--- src/rtl/gf_serial_mulred.sv ---
// gf_serial_mulred -- bit-serial GF(2^m) adder / multiplier with polynomial
// reduction. Operands, reduction polynomial and field degree arrive serially
// (MSB first) during a LOAD phase, the result is computed either in one cycle
// (XOR, or illegal grade) or with an interleaved MSB-first shift-and-add
// multiply over m cycles, and finally shifted out MSB first.
//
// Ports:
//   clk           - sole clock, rising edge
//   resetn        - asynchronous active-low reset
//   enable        - global clock enable; low freezes all state and outputs
//   start         - begin a transaction (sampled only in IDLE)
//   op            - 0 = GF add (XOR), 1 = GF multiply with reduction
//   in_a, in_b    - serial operand lanes, MSB first
//   polyn_red_in  - serial reduction polynomial, DATA_WIDTH+1 bits, MSB first
//   polyn_grade   - serial field degree m, GW bits, MSB first
//   out_serial    - result bit, MSB first (0 when out_valid is low)
//   out_valid     - high while out_serial carries a result bit
//   busy          - high in any state other than IDLE
//   done          - one-cycle pulse after the last result bit
//   err           - illegal-grade flag for the current/last transaction
module gf_serial_mulred #(
  parameter int DATA_WIDTH = 32
) (
  input  logic clk,
  input  logic resetn,
  input  logic enable,
  input  logic start,
  input  logic op,
  input  logic in_a,
  input  logic in_b,
  input  logic polyn_red_in,
  input  logic polyn_grade,
  output logic out_serial,
  output logic out_valid,
  output logic busy,
  output logic done,
  output logic err
);

  localparam int GW       = $clog2(DATA_WIDTH) + 1;
  localparam int LOAD_LEN = DATA_WIDTH + 1;
  localparam int AW       = DATA_WIDTH + 1;
  // One counter serves load, compute and shift-out; it must reach DATA_WIDTH.
  localparam int CW       = $clog2(DATA_WIDTH + 1);

  typedef enum logic [1:0] {IDLE, LOAD, COMPUTE, SHIFT_OUT} state_t;

  state_t                state;
  logic [DATA_WIDTH-1:0] a_reg;
  logic [DATA_WIDTH-1:0] b_reg;
  logic [DATA_WIDTH-1:0] out_reg;
  logic [AW-1:0]         p_reg;
  logic [AW-1:0]         acc;
  logic [GW-1:0]         g_reg;
  logic [CW-1:0]         cnt;
  logic                  op_reg;

  logic [GW-1:0]         g_nxt;
  logic                  grade_bad;
  logic [DATA_WIDTH-1:0] mask;
  logic [DATA_WIDTH-1:0] xor_res;
  logic [DATA_WIDTH-1:0] mul_res;
  logic [AW-1:0]         a_ext;
  logic                  b_bit;
  logic [AW-1:0]         acc_step;

  // Bits [m-1:0] set; all ones when m covers the full operand width.
  function automatic logic [DATA_WIDTH-1:0] grade_mask(input logic [GW-1:0] m);
    if (m >= GW'(DATA_WIDTH)) return '1;
    return (DATA_WIDTH'(1) << m) - DATA_WIDTH'(1);
  endfunction

  // One step of the interleaved multiply: shift, reduce on overflow into
  // bit m, then conditionally add the multiplicand.
  function automatic logic [AW-1:0] mul_step(input logic [AW-1:0] acc_in,
                                             input logic [AW-1:0] poly,
                                             input logic [AW-1:0] a_in,
                                             input logic          b_in,
                                             input logic [GW-1:0] m);
    logic [AW-1:0] t;
    t = acc_in << 1;
    if (|(t & (AW'(1) << m))) t = t ^ poly;
    if (b_in) t = t ^ a_in;
    return t;
  endfunction

  // The grade is checked on the same edge that shifts in its last bit, so the
  // check looks at the value the register is about to hold.
  assign g_nxt     = {g_reg[GW-2:0], polyn_grade};
  assign grade_bad = (g_nxt < GW'(2)) || (g_nxt > GW'(DATA_WIDTH));

  assign mask     = grade_mask(g_reg);
  assign xor_res  = (a_reg ^ b_reg) & mask;
  assign a_ext    = {1'b0, a_reg & mask};
  assign b_bit    = |(b_reg & (DATA_WIDTH'(1) << cnt));
  assign acc_step = mul_step(acc, p_reg, a_ext, b_bit, g_reg);
  assign mul_res  = acc_step[DATA_WIDTH-1:0] & mask;

  // out_reg is all zeros outside SHIFT_OUT, so its MSB is 0 whenever
  // out_valid is low.
  assign out_serial = out_reg[DATA_WIDTH-1];

  always_ff @(posedge clk or negedge resetn) begin
    if (!resetn) begin
      state     <= IDLE;
      a_reg     <= '0;
      b_reg     <= '0;
      p_reg     <= '0;
      g_reg     <= '0;
      acc       <= '0;
      out_reg   <= '0;
      cnt       <= '0;
      op_reg    <= 1'b0;
      out_valid <= 1'b0;
      busy      <= 1'b0;
      done      <= 1'b0;
      err       <= 1'b0;
    end else if (enable) begin
      case (state)
        IDLE: begin
          done <= 1'b0;
          // A start coinciding with the done pulse is dropped so that
          // consecutive transactions always see an IDLE gap.
          if (start && !done) begin
            state  <= LOAD;
            busy   <= 1'b1;
            op_reg <= op;
            err    <= 1'b0;
            cnt    <= '0;
          end
        end

        LOAD: begin
          a_reg <= {a_reg[DATA_WIDTH-2:0], in_a};
          b_reg <= {b_reg[DATA_WIDTH-2:0], in_b};
          p_reg <= {p_reg[AW-2:0], polyn_red_in};
          g_reg <= g_nxt;
          if (cnt == CW'(LOAD_LEN - 1)) begin
            state <= COMPUTE;
            err   <= grade_bad;
            acc   <= '0;
            cnt   <= CW'(g_nxt - GW'(1));
          end else begin
            cnt <= cnt + CW'(1);
          end
        end

        COMPUTE: begin
          if (err || !op_reg) begin
            out_reg   <= err ? '0 : xor_res;
            out_valid <= 1'b1;
            cnt       <= '0;
            state     <= SHIFT_OUT;
          end else begin
            // cnt walks b from bit m-1 down to bit 0.
            acc <= acc_step;
            if (cnt == '0) begin
              out_reg   <= mul_res;
              out_valid <= 1'b1;
              state     <= SHIFT_OUT;
            end else begin
              cnt <= cnt - CW'(1);
            end
          end
        end

        SHIFT_OUT: begin
          if (cnt == CW'(DATA_WIDTH - 1)) begin
            state     <= IDLE;
            busy      <= 1'b0;
            out_valid <= 1'b0;
            done      <= 1'b1;
            out_reg   <= '0;
            cnt       <= '0;
          end else begin
            out_reg <= out_reg << 1;
            cnt     <= cnt + CW'(1);
          end
        end

        default: state <= IDLE;
      endcase
    end
  end

endmodule
--- config.mk ---
export PLATFORM = sky130hd
export DESIGN_NAME = gf_serial_mulred
export DESIGN_NICKNAME = d
export VERILOG_FILES = /design/src/rtl/gf_serial_mulred.sv
export SDC_FILE = /design/constraint.sdc
export NUM_CORES = 1
export LEC_CHECK = 0
export CORE_ASPECT_RATIO = 0.9
export CORE_MARGIN = 5
export CORE_UTILIZATION = 46
export DETAILED_ROUTE_END_ITERATION = 8
export GPL_ROUTABILITY_DRIVEN = 0
export HOLD_SLACK_MARGIN = 0.12
export PLACE_DENSITY = 0.65
export REMOVE_ABC_BUFFERS = 1
export SLEW_MARGIN = 5
export SYNTH_ARGS = -nofsm -noshare
export SYNTH_HDL_FRONTEND = slang
export SYNTH_SLANG_ARGS = --single-unit
--- constraint.sdc ---
create_clock -name clk -period 8.75 [get_ports clk]
set_input_delay 1.75 -clock clk [delete_from_list [all_inputs] [get_ports clk]]
set_output_delay 1.75 -clock clk [all_outputs]
set_load 0.01 [all_outputs]
==> run_results.csv, run 1 <==
group,metric,value,unit
route,detail-route-antenna-nets,0,
yosys,synthFlopType,"dfrtp_1",
clocking,holdBufCountCts,0,
placement,placedCellCount,1341,
critical_path,critPathBufInv,2,
timing,hold_viol,0,
clocking,cts_tree,"built",
final_layout,area_growth,8.48,%
clocking,clk_pin_slew,0.08,ns
critical_path,setup.worst_path.start_class,"flip-flop",
timing,fin_skew,0.0137,ns
clocking,clock-sinks,179,
timing,rsz0062_at_grt,"no",
power,combPwrFrac,50.2,%
floorplanning,rows,52,
global_routing,grt_pass1_wl,49200,um
timing,relSlewSlack,33.4,%
yosys,ys_async_sr_fraction,100,%
yosys,ys_top_cells_by_area,"dfrtp_1 (42%), mux2_2 (8.7%), nand2_1 (5.0%), xnor3_1 (4.0%), xor2_1 (3.1%)",
power,ir_drop,0.000251,V
critical_path,crit_type,"flip-flop to flip-flop",
status,status,"finished clean",
floorplanning,initial_core_util,47.1,%
floorplanning,die_area,26300,um^2
timing,period_needed,3.94,ns
power,pwr_density_cell,376,nW/um^2
worst_hold_path,hp-class,"flip-flop to flip-flop",
timing,min_period_over_period,45.0,%
final_layout,fin_nets,1086,
clocking,cts_buffers,17,
yosys,syn_inst,1095,
power,swShare,46.0,%
critical_path,path_max_fanout,41,
route,wl_per_cell,22.5,um
global_routing,grt_pass1_vias,8209,
power,p_switching,2000,uW
route,vias_per_cell,6.26,
final_layout,antennaDiodeCount,0,
critical_path,max_stage_delay,0.51,ns
route,drtPass1Iterations,5,
floorplanning,die_y,154,um
placement,place_hpwl,20700,um
final_layout,fill_cells,2135,
floorplanning,die_w,171,um
yosys,netlist_area,10700,um^2
power,p_leak,0.00500,uW
clocking,cts_buffer_depth,2,
final_layout,drive_above_1_share,14.1,%
clocking,clock_latency,0.44,ns
route,drc,0,
yosys,synth_edf_count,0,
floorplanning,num_io_pins,14,
critical_path,critical_path.top_delay_family,"compound AO/OA/AOI/OAI gates",
timing,maxSlewViolCount,0,
timing,clock.fmax,254,MHz
clocking,post_cts.repair.setup_buffers,0,
power,pwr-share-seq,32.4,%
yosys,synth.largest_area_cell,"dfrtp_1",
timing,timing.hold.ws,0.483,ns
critical_path,worstPathRequired,9.03,ns
yosys,synth_warnings,0,
route,totalWireLength,30900,um
route,drt_iter0_markers,921,
timing,fin_setup_tns,0,ns
timing,setup_viol,0,
timing,tightest_slew,0.999,ns
clocking,post_cts_resized,0,
global_routing,antenna_found_initial,0,
global_routing,grt_max_degree,108,
critical_path,slowest_stage,"a21oi_1",
placement,io_buffers,13,
clocking,htreeDepth,4,
yosys,ys_seq_area_share,42.0,%
critical_path,cp_cell_sequence,"buf_4, or2_1, nor2_1, nand3_1, ha_1, inv_1, a21oi_1, nor3_1, o31ai_1, nor3_1, xnor2_1, xnor2_1, a31oi_1",
yosys,synthDistinctLibCells,79,
power,p_clk_share,17.4,%
power,p_int,2350,uW
floorplanning,core_area,22600,um^2
yosys,syn_area_per_cell,9.75,um^2
global_routing,overflow,0,
yosys,ys_ff_latch,179,
route,vias,8593,
critical_path,end_kind,"flip-flop",
run,drv_cap,0,
critical_path,arrival,4.22,ns
clocking,cts_root_buffer,"clkbuf_16",
yosys,yosysTopAreaCellShare,42.0,%
final_layout,final_cell_count_no_fill,1373,
global_routing,grt_usage,23.8,%
## routing by layer
layer | wire [um] | GRT usage, % | vias to the layer above | share of wire, %
met1 | 14600 | 37.0 | 4219 | 47
met3 | 2530 | 5.05 | 43 | 8.2
li1 | - | - | 3930 | -
met4 | 485 | 5.63 | 0 | 1.6
met5 | 0 | 0 | - | 0
met2 | 13300 | 33.9 | 401 | 43
## area by class of cell
class	instances	area, um^2	area share [%]
clock buffer	20	447	3.86
clock inverter	12	121	1.05
inverter	35	131	1.13
multi-input combinational	797	5740	49.6
sequential	179	4480	38.7
tap	297	372	3.21
timing repair buffer	33	284	2.45
## cells by family (layout without fill, tap and decap cells)
group	after synthesis	count (layout)	synth area share (%)
buffers and inverters	119	100	4.53
XOR/XNOR	85	85	9.43
adder cells (fa/ha/maj)	14	14	1.64
AO/OA/AOI/OAI	285	285	17.6
flip-flops	179	179	42.0
multiplexers	92	92	9.64
AND/OR/NAND/NOR	321	321	15.2
## cell usage in the layout, fill, tap and decap left out, types with 28 or more instances in the layout
cell type,instances
xnor2_1,28
a31oi_1,32
a21oi_1,37
inv_1,34
nand2_1,140
nor3_1,34
xor2_1,38
nand3_1,33
o21ai_1,34
dfrtp_1,179
mux2_2,82
o21ai_0,62
## Yosys cell counts, drive strengths merged (6+ instances only)
library cell	n
nor3	36
a211o	19
buf	28
nand3	34
a22o	8
xnor3	19
nand4	7
o22ai	7
nor4b	8
nor2	24
mux2i	6
a31oi	32
dfrtp	179
o21ai	96
nand3b	7
nor2b	6
mux2	86
ha	14
xnor2	28
xor2	38
a21oi	39
clkbuf	56
o211ai	26
nand2	141
inv	35
o221ai	9
and3	24
## power by group through the flow
stage / registers, uW / clock network, uW / logic, uW
final: 1410 / 759 / 2190
after global routing: 1440 / 800 / 2360
after CTS: 1400 / 765 / 2150
after detailed placement: 1410 / 0 / 2140
after global placement: 1410 / 0 / 2110
after floorplan: 1370 / 0 / 1450
## stage by stage
step	util (%)	setup slack, ns	power, uW	area, um^2
floorplan	-	3.06	2820	10300
global placement	48.6	4.63	3520	11000
detailed placement	48.6	4.57	3550	11000
CTS	51.1	4.95	4310	11600
global route	51.1	4.52	4600	11600
finish	51.1	4.81	4350	11600
## path summary, 6_finish.rpt
check	start	endpoint	slack (ns)	depth (start not counted)
worst max register to register	g_reg[2]	out_reg[16]	4.81	13
worst min-delay path	out_reg[30]	out_reg[30]	0.48	1
worst max-delay path	g_reg[2]	out_reg[16]	4.81	13
worst min register to register	out_reg[30]	out_reg[30]	0.48	1
max in group asynchronous	resetn	b_reg[13]	5.86	2
min in group asynchronous	resetn	p_reg[27]	1.42	1
(Power assumes the default switching activity.)
==> inputs of run 2 (changes only) <==
Clock period 8.75 ns to 3.79 ns, I/O delays scaled along.
==> run_results.csv, run 2 (synthesized netlist as in run 1, its figures left out) <==
group,metric,value,unit
final_layout,fin_nets,1102,
global_routing,busiest_layer,"met1",
floorplanning,rows,52,
timing,setup_slack,0.477,ns
timing,hold_viol,0,
final_layout,fill_cells,2056,
floorplanning,die_area,26300,um^2
timing,clock.fmax,302,MHz
final_layout,post-route-util,52.0,%
floorplanning,die_y,154,um
power,swShare,45.3,%
global_routing,antenna_found_initial,0,
clocking,htreeDepth,4,
clocking,clk_pin_slew,0.07,ns
global_routing,grt_usage,24.1,%
critical_path,end_kind,"flip-flop",
timing,min_period_over_period,87.4,%
global_routing,grt_pass1_vias,8391,
critical_path,critical_path.top_delay_family,"compound AO/OA/AOI/OAI gates",
route,wl_per_cell,22.5,um
run,drv_cap,0,
final_layout,final_common_cell,"dfrtp_1",
final_layout,area_growth,10.3,%
clocking,holdBufCountCts,0,
route,drt_iter0_markers,1056,
critical_path,cp_cell_sequence,"inv_1, ha_1, ha_1, a221oi_1, o211ai_1, a22o_1, nor3_4, buf_4, buf_4, nor3_1, xnor3_1, a21oi_1, a211o_1",
critical_path,crit_type,"flip-flop to flip-flop",
clocking,clock_latency,0.44,ns
clocking,clock-sinks,179,
critical_path,setup.worst_path.start_class,"flip-flop",
power,p_leak,0.00511,uW
timing,fin_skew,0.0145,ns
clocking,cts_buffers,17,
timing,timing.hold.ws,0.328,ns
clocking,post_cts.repair.setup_buffers,0,
timing,fin_setup_tns,0,ns
route,drtPass1Iterations,7,
route,vias,8654,
timing,tightest_slew,0.841,ns
worst_hold_path,hp-class,"input port to asynchronous set/reset pin",
timing,relSlewSlack,43.4,%
global_routing,use_met1,35.7,%
floorplanning,num_io_pins,14,
final_layout,multi_input_area,5740,um^2
power,pwr-share-seq,31.7,%
global_routing,grt_max_degree,126,
power,ir_drop,0.000613,V
critical_path,slowest_stage,"dfrtp_1",
global_routing,grt_pass1_wl,49600,um
clocking,cts_buffer_depth,2,
power,p_int,5610,uW
critical_path,max_stage_delay,0.45,ns
final_layout,ff_latch_area,4480,um^2
final_layout,antennaDiodeCount,0,
global_routing,grtUsageMet3,7.04,%
critical_path,path_max_fanout,23,
clocking,post_cts_resized,0,
clocking,cts_tree,"built",
final_layout,layout_common_cells,"dfrtp_1 (179), nand2_1 (140), mux2_2 (82), o21ai_0 (62), xor2_1 (38)",
power,p_switching,4650,uW
power,p_clk_share,17.8,%
placement,io_buffers,13,
clocking,cts_root_buffer,"clkbuf_16",
global_routing,grt_use_met2,34.6,%
critical_path,critPathBufInv,3,
placement,place_hpwl,21300,um
timing,period_needed,3.31,ns
placement,pre_cts_slack,0.550,ns
placement,placedCellCount,1357,
power,pwr_density_cell,872,nW/um^2
status,status,"finished clean",
route,drc,0,
final_layout,final_cell_count_no_fill,1389,
timing,maxSlewViolCount,0,
route,detail-route-antenna-nets,0,
route,vias_per_cell,6.23,
timing,setup_viol,0,
critical_path,worstPathRequired,4.11,ns
floorplanning,core_area,22600,um^2
global_routing,overflow,0,
final_layout,drive_above_1_share,15.4,%
critical_path,arrival,3.64,ns
floorplanning,die_w,171,um
route,totalWireLength,31200,um
floorplanning,initial_core_util,47.1,%
power,combPwrFrac,50.5,%
timing,rsz0062_at_grt,"no",
run 2: layer usage:
metal  vias to the layer above  share of wire (%)
li1                       3953                  -
met5                         -                  0
met1                      4294                 45
met2                       357                 44
met3                        50                8.5
met4                         0                2.2
run 2: power groups by stage:
stage | clock network (uW) | logic, uW | registers [uW]
2_1_floorplan | 0 | 3340 | 3170
3_3_place_gp | 0 | 5010 | 3250
3_5_place_dp | 0 | 5060 | 3260
4_1_cts | 1860 | 5080 | 3240
5_1_grt | 1950 | 5580 | 3330
6_report | 1830 | 5180 | 3250
run 2: worst paths after layout:
| kind | startpoint | to | slack, ns | depth (start not counted) |
|---|---|---|---|---|
| max in group asynchronous | resetn | acc[23] | 2.55 | 2 |
| max | cnt[0] | out_reg[17] | 0.48 | 13 |
| min in group clk | p_reg[8] | p_reg[8] | 0.49 | 2 |
| min reg2reg | p_reg[8] | p_reg[8] | 0.49 | 2 |
| min | resetn | acc[21] | 0.33 | 1 |
| max reg2reg | cnt[0] | out_reg[17] | 0.48 | 13 |
run 2: cell type report:
| class | count | area share (%) |
|---|---|---|
| inverter | 35 | 1.12 |
| clock buffer | 18 | 3.65 |
| multi-input combinational | 797 | 48.8 |
| timing repair buffer | 49 | 3.86 |
| sequential | 179 | 38.1 |
| tap | 297 | 3.16 |
| clock inverter | 14 | 1.40 |
run 2: metrics by stage:
step | total power, uW | area, um^2
after floorplan | 6510 | 10300
after global placement | 8260 | 11200
after detailed placement | 8320 | 11200
after CTS | 10200 | 11800
after global routing | 10900 | 11800
final | 10300 | 11800
